==> src/rtl/s510_phase_ctrl.sv <==
// Traffic/phase controller: round-robin grant over NCH request channels with programmable
// GREEN/YELLOW/CLEAR/PED countdowns and a latched pedestrian override; all outputs registered.
module s510_phase_ctrl #(
  parameter int NCH   = 4,
  parameter int CNT_W = 8
) (
  input  logic             clock,
  input  logic             reset,
  input  logic [NCH-1:0]   req,
  input  logic             john,
  input  logic [CNT_W-1:0] t_green,
  input  logic [CNT_W-1:0] t_yellow,
  input  logic [CNT_W-1:0] t_clear,
  input  logic [CNT_W-1:0] t_ped,
  output logic [NCH-1:0]   grant,
  output logic [2:0]       phase,
  output logic             ped_walk,
  output logic             john_pend,
  output logic             done
);

  localparam logic [2:0] IDLE   = 3'd0;
  localparam logic [2:0] GREEN  = 3'd1;
  localparam logic [2:0] YELLOW = 3'd2;
  localparam logic [2:0] CLEAR  = 3'd3;
  localparam logic [2:0] PED    = 3'd4;
  localparam int PW = (NCH > 1) ? $clog2(NCH) : 1;

  logic [2:0]       phase_q, phase_d;
  logic [CNT_W-1:0] cnt_q, cnt_d;
  logic [NCH-1:0]   grant_q, grant_d;
  logic [PW-1:0]    ptr_q, ptr_d;
  logic [PW-1:0]    idx_q, idx_d;
  logic             john_pend_q, john_pend_d;
  logic             ped_walk_q, ped_walk_d;
  logic             done_q, done_d;
  logic [PW-1:0]    arb_idx;
  logic             arb_found;
  logic             last;

  // First set request at or above ptr, wrapping to 0.
  always_comb begin
    int j;
    j         = 0;
    arb_idx   = '0;
    arb_found = 1'b0;
    for (int i = 0; i < NCH; i++) begin
      j = int'(ptr_q) + i;
      if (j >= NCH) j = j - NCH;
      if (!arb_found && req[j]) begin
        arb_found = 1'b1;
        arb_idx   = PW'(j);
      end
    end
  end

  always_comb begin
    phase_d     = phase_q;
    cnt_d       = cnt_q;
    grant_d     = grant_q;
    ptr_d       = ptr_q;
    idx_d       = idx_q;
    john_pend_d = john_pend_q | john;
    last        = (cnt_q == '0);
    case (phase_q)
      IDLE: begin
        if (john_pend_q || john) begin
          phase_d = PED;
          cnt_d   = t_ped;
        end else if (arb_found) begin
          phase_d = GREEN;
          cnt_d   = t_green;
          grant_d = NCH'(1) << arb_idx;
          idx_d   = arb_idx;
        end
      end
      GREEN: begin
        if (last) begin
          phase_d = YELLOW;
          cnt_d   = t_yellow;
        end else begin
          cnt_d = cnt_q - CNT_W'(1);
        end
      end
      YELLOW: begin
        if (last) begin
          phase_d = CLEAR;
          cnt_d   = t_clear;
          grant_d = '0;
        end else begin
          cnt_d = cnt_q - CNT_W'(1);
        end
      end
      CLEAR: begin
        if (last) begin
          ptr_d = (idx_q == PW'(NCH - 1)) ? '0 : idx_q + PW'(1);
          if (john_pend_q) begin
            phase_d = PED;
            cnt_d   = t_ped;
          end else begin
            phase_d = IDLE;
            cnt_d   = '0;
          end
        end else begin
          cnt_d = cnt_q - CNT_W'(1);
        end
      end
      PED: begin
        if (last) begin
          phase_d = IDLE;
          cnt_d   = '0;
        end else begin
          cnt_d = cnt_q - CNT_W'(1);
        end
      end
      default: begin
        phase_d = IDLE;
        cnt_d   = '0;
        grant_d = '0;
      end
    endcase
    // Entering PED serves the request, including a john pulse on that same edge.
    if (phase_d == PED && phase_q != PED) john_pend_d = 1'b0;
    done_d     = (phase_d == CLEAR) && (cnt_d == '0);
    ped_walk_d = (phase_d == PED);
  end

  always_ff @(posedge clock) begin
    if (reset) begin
      phase_q     <= IDLE;
      cnt_q       <= '0;
      grant_q     <= '0;
      ptr_q       <= '0;
      idx_q       <= '0;
      john_pend_q <= 1'b0;
      ped_walk_q  <= 1'b0;
      done_q      <= 1'b0;
    end else begin
      phase_q     <= phase_d;
      cnt_q       <= cnt_d;
      grant_q     <= grant_d;
      ptr_q       <= ptr_d;
      idx_q       <= idx_d;
      john_pend_q <= john_pend_d;
      ped_walk_q  <= ped_walk_d;
      done_q      <= done_d;
    end
  end

  assign phase     = phase_q;
  assign grant     = grant_q;
  assign ped_walk  = ped_walk_q;
  assign john_pend = john_pend_q;
  assign done      = done_q;

endmodule

==> config.mk <==
export PLATFORM = sky130hd
export DESIGN_NAME = s510_phase_ctrl
export DESIGN_NICKNAME = d
export VERILOG_FILES = /design/src/rtl/s510_phase_ctrl.sv
export SDC_FILE = /design/constraint.sdc
export NUM_CORES = 1
export LEC_CHECK = 0
export CAP_MARGIN = 20
export CORE_MARGIN = 2
export CORE_UTILIZATION = 42
export DETAILED_ROUTE_END_ITERATION = 7
export PLACE_DENSITY = 0.75
export SLEW_MARGIN = 10
export SYNTH_ARGS = -nofsm -noshare
export SYNTH_HDL_FRONTEND = slang
export SYNTH_SLANG_ARGS = --single-unit
==> constraint.sdc <==
create_clock -name clock -period 2 [get_ports clock]
set_clock_uncertainty 0.05 [all_clocks]
set_input_delay 0.3 -clock clock [delete_from_list [all_inputs] [get_ports clock]]
set_output_delay 0.3 -clock clock [all_outputs]
set_load 0.005 [all_outputs]
# --- Word level (Yosys, flattened, before mapping) ---
# Index checks and enable logic that the tools add are counted.
totals:
  in_bits: 39
  regBits: 22
op_classes:
  mux: 45
  n_lt_le_gt_ge: 8
  n_reduce_logical: 17
  shift: 1
  n_eq_ne: 11
  add_sub_neg: 9
  bitwise_logic: 3
ops:
  columns: ["cell", "count"]
  rows:
  - ["$lt A32 B4 Y1 const B", 4]
  - ["$mux W32", 4]
  - ["$mux W8", 7]
  - ["$pmux W8 S5", 1]
  - ["$mux W3", 7]
  - ["$logic_not A8 Y1", 2]
  - ["$pmux W3 S5", 1]
  - ["$mux W1", 12]
  - ["$mux W4", 3]
  - ["$pmux W4 S3", 1]
  - ["$sub A3 B3 Y4 const B", 3]
  - ["$mux W2", 5]
  - ["$eq A3 B2 Y1 const B", 3]
  - ["$ge A3 B3 Y1 const B", 3]
  - ["$bmux W1 S2", 4]
  - ["$sub A8 B1 Y8 const B", 1]
  - ["$add A2 B2 Y3 const B", 2]
  - ["$eq A3 B3 Y1 const B", 2]
  - ["$ne A2 B2 Y1 const B", 3]
  - ["$logic_and A1 B1 Y1", 5]
  - ["$reduce_and A4 Y1", 1]
  - ["$shl A1 B2 Y4 const A", 1]
  - ["$sub A2 B3 Y4 const B", 1]
  - ["$add A2 B1 Y3 const B", 1]
  - ["14 further kinds", 17]

# --- Logic depth before layout (Yosys ltp) ---
logic_depth:
  depth_word: 21
  mapped_depth: 9
  mapped_depth_nobuf: 8

# --- Least setup slack after synthesis ---
# OpenSTA, ideal clock, no wires.
synth_timing:
  path_kind: "register -> register"
  start: "register cnt_q[0]"
  end: "register done_q, in the netlist done"
  slack_ns: -0.085
  path_buffers: 0
  required_time_ns: 1.862
  path_stages_with_launch: 9
  t_arrival_ns: 1.948
  setup_time_ns: 0.088
  synth_period_minus_slack_ns: 2.085
  cell_sequence: "dfxtp_1 -> inv_1 -> ha_1 -> or3b_1 -> a211oi_1 -> o22ai_1 -> a222oi_1 -> nand3_1 -> nor4_2"
synth_via:
  elab_chain_len: 5
  word_cells_on_any_way: 17
  classes_between: "add/sub (1); eq/ne (1); mux (12); reduce/logical (3)"
synth_lines:
  columns: ["item", "line_no", "source"]
  rows:
  - ["start, declared", "30", "logic [CNT_W-1:0] cnt_q, cnt_d;"]
  - ["start signal, assigned", "140", "cnt_q <= cnt_d;"]
  - ["$sub A8 B1 Y8 (tied with other cells)", null, null]
  - ["$mux W8 (tied with other cells)", "109", "if (last) begin"]
  - ["$pmux W8 S5 / $pmux W3 S5 (equally long branches)", "65", "case (phase_q)"]
  - ["$logic_not A8 Y1 / $eq A3 B2 Y1 (equally long branches)", "124", "done_d = (phase_d == CLEAR) && (cnt_d == '0);"]
  - ["$logic_and A1 B1 Y1 *", "124", null]
  - ["end signal, assigned", "146", "done_q <= done_d;"]
  - ["end, declared", "36", "logic done_q, done_d;"]
# Every way passes the cells marked *; elsewhere a longest branch is shown, timed or not.
# A chain may end at the register's enable or synchronous reset.

# --- Worst setup path after layout ---
layout_timing:
  start: "register cnt_q[4]"
  end: "register done_q, in the netlist done"
# The elaborated chain is that of the path after synthesis.

==> out/results.txt <==
The first-iteration detailed-routing DRC count is 142, and the routed via count is 1944. The worst slew margin relative to its limit is 68.69%, and the number of remaining DRC errors is 0. Global routing finished with a remaining overflow of 0.

The total count of hold-check failures in the final report is 0. After clock tree synthesis, the clock-pin slew on the worst setup and hold paths is 0.09 ns. The clock period minus final worst setup slack works out to 2.110 ns. After legalization and detailed placement, the total HPWL measured 4.125 mm. In the routed layout, each cell is associated on average with a via count of 5.735.

By area the synthesized netlist is led by sky130_fd_sc_hd__dfxtp_1 (28%), sky130_fd_sc_hd__nand2_1 (6.5%), sky130_fd_sc_hd__nor2_1 (6.0%). The worst setup path is launched from a flip-flop. The clock drives 22 sinks. Traced cell by cell, the critical path runs through or4_4 > nor2_4 > nor3_2 > a2111oi_4 > nand4_1 > nor4_2. After synthesis, the largest area contributor takes up 28.32% of total cell area. The later pin in the worst-skew pair is clocked with a latency of 0.27 ns. Synthesis handed over a netlist of 202 instances.

In the layout the commonest cells are sky130_fd_sc_hd__buf_4 (45), sky130_fd_sc_hd__clkdlybuf4s50_1 (44), sky130_fd_sc_hd__nand2_1 (27). The placement-stage cell area came out at 2374 um2. Once detail routing completed, the nets flagged for antenna violations numbered 0. The pin count of the biggest net entering global routing was 15; the power density over the cells was 1375 nW/um2.

The share of cells above drive strength 1 is 27.15%, and the number of antenna violations at the first check in global routing is 0. Data on the critical path is required at its endpoint by 2.14 ns. After floorplanning, the core was sized to cover 3606 um2. Counting both buffers and inverters, the worst setup path holds a total of 0.

The achievable frequency was 474.0 MHz. The logs give 2.25 ns for the data arrival time of the worst path and 55 for the number of different library cells in the post-synthesis netlist. After routing the design area is 2530 um2. The area growth from synthesis to layout is 62.67%. The number of standard cells in the layout, taps in and fillers out is 339, and the first-pass iteration count of the detailed router is 7.

The tools report the number of global-route vias before repair as 1895. The kind of cell with the highest combined delay along the critical path is simple AND/OR/NAND/NOR gates. The first global-routing pass estimated 8.480 mm of wire. The prevailing post-synth register cell is sky130_fd_sc_hd__dfxtp_1. Timing analysis after detailed placement gives a worst setup slack of -0.4293 ns. The overall die width was 64.85 um.

TritonCTS built the clock tree. The run gives 331 as the instance count after placement with tap cells included. The maximum level of the CTS H-tree is 1, and the max-slew violation count is 0. The port buffer count is 48, and the part of the Yosys area used for sequential elements is 28.32%. The largest fanout on the critical path was 8; the clock tree buffer depth was 2. STA classifies the critical path endpoint as a flip-flop.

Summed over all layers, the routed wires come to 5.511 mm. The flow ran to the end, but the final reports show violations. The floorplan step defined a die boundary enclosing 4206 um2. Routed wirelength normalized by instance count: 16.26 um.

Dividing the final minimum period by the clock period gives 105.5%. The number of antenna diodes in the final layout is 0. The TritonCTS buffer count was 3; the peak per-stage delay on the critical path was 0.59 ns. The total setup violations reported at the end of the flow is 1, and the post-synthesis area per instance is 7.699 um2. The number of warnings issued by yosys is 0. The tool flagged a number of max-cap violations equal to 0.

The worst setup slack after layout came out at -0.1096 ns. CTS placed an instance of sky130_fd_sc_hd__clkbuf_8 at the clock tree root. Counting flops with a built-in enable in the synthesized netlist gives 0. The checks that failed: setup timing. For the total global-route track usage, the log shows 26.51%. The critical path in this run is classified as flip-flop to flip-flop. At the end of the flow, the number of nets in the layout was 333.

Leaving out fill and tap cells, the most frequent cell in the layout is sky130_fd_sc_hd__buf_4. The count of boundary I/O pins was 49; the count of fill cells added during filler insertion was 286. The height of the chip came out at 64.85 um. The tools report the netlist area before placement as 1555 um2. The maximum ir drop on the vdd rail is 0.0007376 V, and the net count of the mapped netlist is 243.

The routability congestion estimate from global placement came out at 0.9281. Setup repair after global routing could not meet its margin everywhere. In this run the register-to-register setup slack is -0.11 ns.

For this design the static power due to leakage is 0.001033 uW. Placement row count: 22. Post-synthesis async set-or-reset flop share: 0%. Post-synthesis cell type with the largest combined area: sky130_fd_sc_hd__dfxtp_1. Among all stages on the critical path, the largest delay is contributed by sky130_fd_sc_hd__or4_4. The tightest min-delay check is of the flip-flop to flip-flop type. The measured slew at the worst slew-check pin came out at 0.4648 ns. Synthesis inferred 22 register bits.

The starting density of the core came out at 43.13%.
## worst paths after layout
check                                      startpoint                     to  depth (start not counted)
worst min register to register  idx_q[1]$_SDFFE_PP0P_  idx_q[1]$_SDFFE_PP0P_                          2
worst max-delay path              cnt_q[4]$_SDFF_PP0_        done$_SDFF_PP0_                          6
worst max register to register    cnt_q[4]$_SDFF_PP0_        done$_SDFF_PP0_                          6
worst min-delay path            idx_q[1]$_SDFFE_PP0P_  idx_q[1]$_SDFFE_PP0P_                          2
## cell usage after synthesis (4+ instances only)
library cell and count:
sky130_fd_sc_hd__a211oi_1 4, sky130_fd_sc_hd__a21oi_1 17, sky130_fd_sc_hd__a22oi_1 11, sky130_fd_sc_hd__dfxtp_1 22, sky130_fd_sc_hd__inv_1 6, sky130_fd_sc_hd__nand2_1 27
sky130_fd_sc_hd__nor2_1 25, sky130_fd_sc_hd__nor2b_1 6, sky130_fd_sc_hd__nor3_1 7, sky130_fd_sc_hd__o21ai_0 6
## where the power goes
part / switching [uW] / leakage, uW / internal [uW]
combinational: 1230 / 0.000817 / 1190
clock: 164 / 0.0000357 / 268
sequential: 77.8 / 0.000181 / 552
total: 1470 / 0.00103 / 2010
## worst min-delay path: cells and delay by family (launching register included)
family / cells / cell delay (ns)
AND/OR/NAND/NOR: 1 / 0.06
flip-flops: 1 / 0.33
AO/OA/AOI/OAI: 1 / 0.06
## state kept, by name, summed over array words and instances, names as in the netlist
name,flops
cnt_q,8
grant,4
phase,3
idx_q,2
ptr_q,2
done,1
john_pend,1
ped_walk,1
## metrics by stage
stage	util, %	hold slack (ns)	TNS [ns]	power [uW]
after floorplan	-	0.3191	0	1938
after global routing	70.16	0.4635	-0.6122	3676
after detailed placement	65.82	0.4330	-3.686	2870
after CTS	68.56	0.4456	-0.1117	3361
final	70.16	0.4390	-0.1096	3478
after global placement	65.82	0.4025	-3.213	2843
## final cells by class
class	count	area [um2]	area share [%]
well taps	48	60.06	2.374
multi-input cells	166	1116	44.11
inverters	6	22.52	0.8902
clock buffers	3	41.29	1.632
clock inverters	1	30.03	1.187
flip-flops and latches	22	442.9	17.51
repair buffers	93	817.0	32.29
## repair_timing
action	4_1_cts	5_1_grt
gates cloned	1	0
resized for setup	7	12
setup buffers	1	2
hold buffers	0	0
setup endpoints to repair	9	15
pin swaps	4	1
## layer usage
metal / share of wire (%) / up-vias / global-route usage (%)
met4: 2.8 / 0 / 10.37
met5: 0 / - / 0
met3: 6.7 / 18 / 4.688
met1: 39 / 895 / 29.20
met2: 51 / 99 / 49.74
li1: - / 932 / -
## kinds of logic (layout without fill, tap and decap cells)
group / Yosys count / after routing / synth area share (%)
XOR/XNOR: 4 / 4 / 2.253
flip-flops: 22 / 22 / 28.32
multiplexers: 1 / 1 / 0.6436
AND/OR/NAND/NOR: 91 / 92 / 30.41
buffers and inverters: 15 / 103 / 4.826
AO/OA/AOI/OAI: 67 / 67 / 31.94
adder cells (fa/ha/maj): 2 / 2 / 1.609
Power figures use the tool's default switching activity.
